$ cat config.mk
export PLATFORM = sky130hd
export DESIGN_NAME = mux_4to1_rr_arb
export DESIGN_NICKNAME = d
export VERILOG_FILES = /design/src/rtl/mux_arb_pkg.sv /design/src/rtl/rr_pick4.sv /design/src/rtl/mux_4to1_rr_arb.sv
export SDC_FILE = /design/constraint.sdc
export NUM_CORES = 1
export LEC_CHECK = 0
export ABC_AREA = 1
export BUFFER_PORTS_ARGS = -buffer_cell sky130_fd_sc_hd__buf_4
export CAP_MARGIN = 20
export CORE_AREA = 4 4 126 128
export CTS_CLUSTER_DIAMETER = 120
export DETAILED_ROUTE_END_ITERATION = 8
export DIE_AREA = 0 0 130 132
export PLACE_DENSITY_LB_ADDON = 0.3
export RECOVER_POWER = 25
export SLEW_MARGIN = 20
export SYNTH_ARGS = -nofsm -noshare
export SYNTH_HDL_FRONTEND = slang
export SYNTH_HIERARCHICAL = 1
export SYNTH_SLANG_ARGS = --single-unit
$ cat constraint.sdc
create_clock -name clk -period 4.2 [get_ports clk]
set_input_delay 0.21 -clock clk [delete_from_list [all_inputs] [get_ports clk]]
set_output_delay 0.21 -clock clk [all_outputs]
set_load 0.03 [all_outputs]
$ cat src/rtl/mux_arb_pkg.sv
// Shared types and helpers for the round-robin 4:1 arbiter slice.
package mux_arb_pkg;

  localparam int NUM_REQ   = 4;
  localparam int SEL_WIDTH = 2;

  typedef enum logic {
    ARB_IDLE  = 1'b0,
    ARB_OWNED = 1'b1
  } arb_state_e;

  function automatic logic [1:0] wrap_inc(input logic [1:0] idx);
    return idx + 2'd1;
  endfunction

endpackage

$ cat src/rtl/rr_pick4.sv
// Combinational round-robin pick: first set valid bit at or after start, wrapping mod 4.
module rr_pick4
  import mux_arb_pkg::*;
(
  input  logic [NUM_REQ-1:0] valid_i,
  input  logic [1:0]         start_i,
  output logic               found_o,
  output logic [1:0]         idx_o
);

  logic [1:0] cand [NUM_REQ];

  for (genvar gi = 0; gi < NUM_REQ; gi++) begin : g_cand
    assign cand[gi] = start_i + 2'(gi);
  end

  // Walk from the farthest candidate back to start so the nearest one wins.
  always_comb begin
    found_o = 1'b0;
    idx_o   = start_i;
    for (int k = NUM_REQ - 1; k >= 0; k--) begin
      if (valid_i[cand[k]]) begin
        found_o = 1'b1;
        idx_o   = cand[k];
      end
    end
  end

endmodule

$ cat src/rtl/mux_4to1_rr_arb.sv
// Round-robin arbiter sharing one registered 4:1 data path between four valid/ready requesters.
// An owner keeps the grant for up to BURST_LEN consecutive beats before priority rotates.
module mux_4to1_rr_arb #(
  parameter int WIDTH     = 64,
  parameter int SEL_WIDTH = 2,
  parameter int BURST_LEN = 4
) (
  input  logic                 clk,
  input  logic                 rst_n,
  input  logic [3:0]           req_valid,
  input  logic [WIDTH-1:0]     data0,
  input  logic [WIDTH-1:0]     data1,
  input  logic [WIDTH-1:0]     data2,
  input  logic [WIDTH-1:0]     data3,
  output logic [3:0]           req_ready,
  output logic                 out_valid,
  output logic [WIDTH-1:0]     out_data,
  output logic [SEL_WIDTH-1:0] out_sel,
  input  logic                 out_ready
);

  import mux_arb_pkg::*;

  localparam logic [3:0] BURST_CNT = 4'(BURST_LEN);

  arb_state_e           state_q, state_d;
  logic [1:0]           ptr_q, ptr_d;
  logic [1:0]           owner_q, owner_d;
  logic [3:0]           cnt_q, cnt_d;
  logic                 out_valid_q;
  logic [WIDTH-1:0]     out_data_q;
  logic [SEL_WIDTH-1:0] out_sel_q;

  logic                 load_en;
  logic                 owner_hold;
  logic [1:0]           pick_start;
  logic                 pick_found;
  logic [1:0]           pick_idx;
  logic                 xfer;
  logic [1:0]           grant_idx;
  logic [WIDTH-1:0]     sel_data;

  assign load_en    = !out_valid_q || out_ready;
  assign owner_hold = (state_q == ARB_OWNED) && req_valid[owner_q];
  // A released owner hands priority to its neighbour in the same cycle, so no bubble appears.
  assign pick_start = (state_q == ARB_OWNED) ? wrap_inc(owner_q) : ptr_q;

  rr_pick4 u_pick (
    .valid_i (req_valid),
    .start_i (pick_start),
    .found_o (pick_found),
    .idx_o   (pick_idx)
  );

  // State register
  always_ff @(posedge clk or negedge rst_n) begin
    if (!rst_n) begin
      state_q     <= ARB_IDLE;
      ptr_q       <= '0;
      owner_q     <= '0;
      cnt_q       <= '0;
      out_valid_q <= 1'b0;
      out_data_q  <= '0;
      out_sel_q   <= '0;
    end else begin
      state_q <= state_d;
      ptr_q   <= ptr_d;
      owner_q <= owner_d;
      cnt_q   <= cnt_d;
      if (load_en) begin
        out_valid_q <= xfer;
        if (xfer) begin
          out_data_q <= sel_data;
          out_sel_q  <= SEL_WIDTH'(grant_idx);
        end
      end
    end
  end

  // Next-state logic
  always_comb begin
    state_d   = state_q;
    ptr_d     = ptr_q;
    owner_d   = owner_q;
    cnt_d     = cnt_q;
    xfer      = 1'b0;
    grant_idx = pick_idx;
    if (load_en) begin
      if (owner_hold) begin
        xfer      = 1'b1;
        grant_idx = owner_q;
        cnt_d     = cnt_q + 4'd1;
        if ((cnt_q + 4'd1) == BURST_CNT) begin
          ptr_d   = wrap_inc(owner_q);
          state_d = ARB_IDLE;
        end
      end else if (pick_found) begin
        xfer = 1'b1;
        if (BURST_LEN == 1) begin
          ptr_d   = wrap_inc(pick_idx);
          state_d = ARB_IDLE;
        end else begin
          ptr_d   = pick_start;
          owner_d = pick_idx;
          cnt_d   = 4'd1;
          state_d = ARB_OWNED;
        end
      end else begin
        ptr_d   = pick_start;
        state_d = ARB_IDLE;
      end
    end
  end

  // Output logic
  always_comb begin
    req_ready = 4'b0000;
    if (xfer && rst_n) begin
      req_ready = 4'b0001 << grant_idx;
    end
    case (grant_idx)
      2'd0:    sel_data = data0;
      2'd1:    sel_data = data1;
      2'd2:    sel_data = data2;
      default: sel_data = data3;
    endcase
  end

  assign out_valid = out_valid_q;
  assign out_data  = out_data_q;
  assign out_sel   = out_sel_q;

endmodule
==> results.cfg <==
[cts]
tritoncts = done
path_clk_slew_ps = 60
clk_latency_ps = 330
htreeDepth = 3
cts_setup_buffers = 0
cts.sink_count = 76
ctsHoldBuffers = 1
cts_resized = 0
cts_max_path_buffers = 2
cts-root-buf = clkbuf_16
numCtsBuffers = 9

[sta]
fin_skew_ps = 6.33
tns_ps = 0
final-hold-violation-count = 0
tightest_slew_ps = 963
relSlewSlack = 0.358
maxSlewViolCount = 0
period_minus_slack_ps = 3790
max_freq_mhz = 264
setup_slack_ps = 411
rsz0062_at_grt = false
finalCritPeriodShare = 0.902
setup_viol = 0

[floorplanning]
die_w_um = 130
dieHeight_um = 132
rows = 45
core_um2 = 14900
start_util = 0.403
die-area_um2 = 17200
ioPinCount = 334

[cells_and_area]
drive_above_1_share = 0.265
layout.cells.non_filler = 1419
syn_to_final_growth_pct = 44.8
antenna_cells = 0
fin_area_um2 = 8670
fillCellCount = 1560
nNetsFinal = 1491

[place]
place_hpwl_um = 16400
post_dp_cell_area_um2 = 8520
place_inst = 1402
pre_cts_ws_ps = 702
place_congestion = 0.906
numPortBuffers = 333

[drt]
routed_wl_um = 22600
drtIter0Drc = 469
first_pass_iters = 5
num_vias = 7078
drt.antenna.violating_nets = 0
drc = 0
wl_per_cell_um = 15.9
viasPerCell = 4.99

[synthesis]
synth.distinct_cells = 32
netlist_area_um2 = 5990
yosysWarnings = 6
yosysSeqAreaShare = 0.317
synth.avg_cell_area_um2 = 6.37
syn_nets = 1205
ys_ff_latch = 76
synthCells = 940

[grt]
grt_pass1_vias = 6490
overflow = 0
grt_pass1_wl_um = 34500
track_usage = 0.252
grt_max_degree = 87
antenna_found_initial = 0

[worst_setup_path]
required_ps = 3990
crit_fanout = 80
path_buf_inv = 4
crit_family = simple AND/OR/NAND/NOR gates
startpoint_type = flip-flop
end_kind = output port
slowest_stage = o21ai_0
crit_top_cell = nand2_1
path_cells = inv_1 > o21ai_0 > inv_2 > nand2_1 > nand2_1 > nand2_1 > nand2_1 > nand2_1 > nand2_1 > nand2_1 > nand2_1 > nand2_1 > inv_1 > nand2_1 > nand2_4 > nor3_1 > buf_4
cpPeakStageDelay_ps = 570
crit_arrival_ps = 3580
critPathKind = reg -> out

[status]
status = completed

[job]
max-cap-violations = 0

[min_path]
hold_path_class = in -> reg
Yosys cell counts, drive strengths merged:
cell,instances,share of area
clkinv,10,0.0063
nand2,359,0.23
clkbuf,15,0.0094
o22ai,1,0.0010
xor2,1,0.0015
nand3,180,0.15
buf,55,0.055
o21a,1,0.0013
dfrtp,76,0.32
nand4,4,0.0052
xnor2,2,0.0029
nor3,4,0.0033
nor3b,1,0.0013
o21bai,2,0.0025
nor2,3,0.0019
a21boi,1,0.0013
o21ai,66,0.055
inv,81,0.051
ha,2,0.0042
nand3b,75,0.094
a21oi,1,0.00083
registers in the layout (all words and copies together), names as in the netlist:
register	cells
out_valid	1
state_q	1
owner_q	2
out_data	64
ptr_q	2
out_sel	2
cnt_q	4
layer usage:
| layer | global-route usage | vias up | part of all wire |
|---|---|---|---|
| li1 | - | 3586 | - |
| met1 | 0.319 | 3172 | 0.40 |
| met2 | 0.435 | 302 | 0.50 |
| met3 | 0.0583 | 18 | 0.093 |
| met4 | 0.0566 | 0 | 0.014 |
| met5 | 0 | - | 0 |
tightest hold or removal path, cell delays in order:
cell and delay, ps:
buf_4 80, nand2_1 40, nand2_1 50, nand2_1 40, nand2_1 40
per-stage QoR:
stage / hold slack, ps / utilization
2_1_floorplan: -85.6 / -
3_3_place_gp: 23.6 / 0.573
5_1_grt: 171 / 0.584
3_5_place_dp: 23.3 / 0.573
4_1_cts: 164 / 0.597
6_report: 171 / 0.584
layout make-up:
cell class	instances	area [um^2]	share of cell area
multi-input cells	703	3380	0.390
repair buffers	345	2470	0.285
flip-flops and latches	76	1900	0.219
inverters	91	344	0.0397
well taps	188	235	0.0271
clock buffers	10	229	0.0264
clock inverters	6	113	0.0130
kinds of logic after synthesis:
logic type | after synthesis | synth area share
buffers and inverters | 161 | 0.122
AND/OR/NAND/NOR | 626 | 0.490
XOR/XNOR | 3 | 0.00439
AO/OA/AOI/OAI | 72 | 0.0620
flip-flops | 76 | 0.317
adder cells (fa/ha/maj) | 2 | 0.00418
layout by cell type (no fill, tap or decap), types with 3 or more instances in the layout:
cell and n:
clkinv_1 10, inv_2 4, inv_1 76, nand2_4 5, nand3_2 3, clkbuf_16 9, clkbuf_1 53, nor2_1 3
buf_12 6, o21ai_0 46, nand2_1 350, nand4_1 3, o21ai_1 20, dfrtp_1 76, nor3_1 4, nand2_2 4
bufinv_16 3, buf_4 286, nand3_1 176, nand3b_1 75
path summary, 6_finish.rpt:
| check | end | slack (ps) | start | cells after the start |
|---|---|---|---|---|
| max | req_ready[3] | 410 | state_q | 17 |
| min | out_data[58] | 170 | data2[58] | 5 |
| max reg2reg | out_data[35] | 650 | state_q | 19 |
| min reg2reg | out_data[28] | 480 | out_data[28] | 2 |
| max in group asynchronous | out_data[51] | 2610 | rst_n | 3 |
| min in group asynchronous | out_data[15] | 310 | rst_n | 2 |
Power is left out: the tool's default activity adds up to more than one toggle a clock period on the data nets, which glitch-free logic cannot reach.
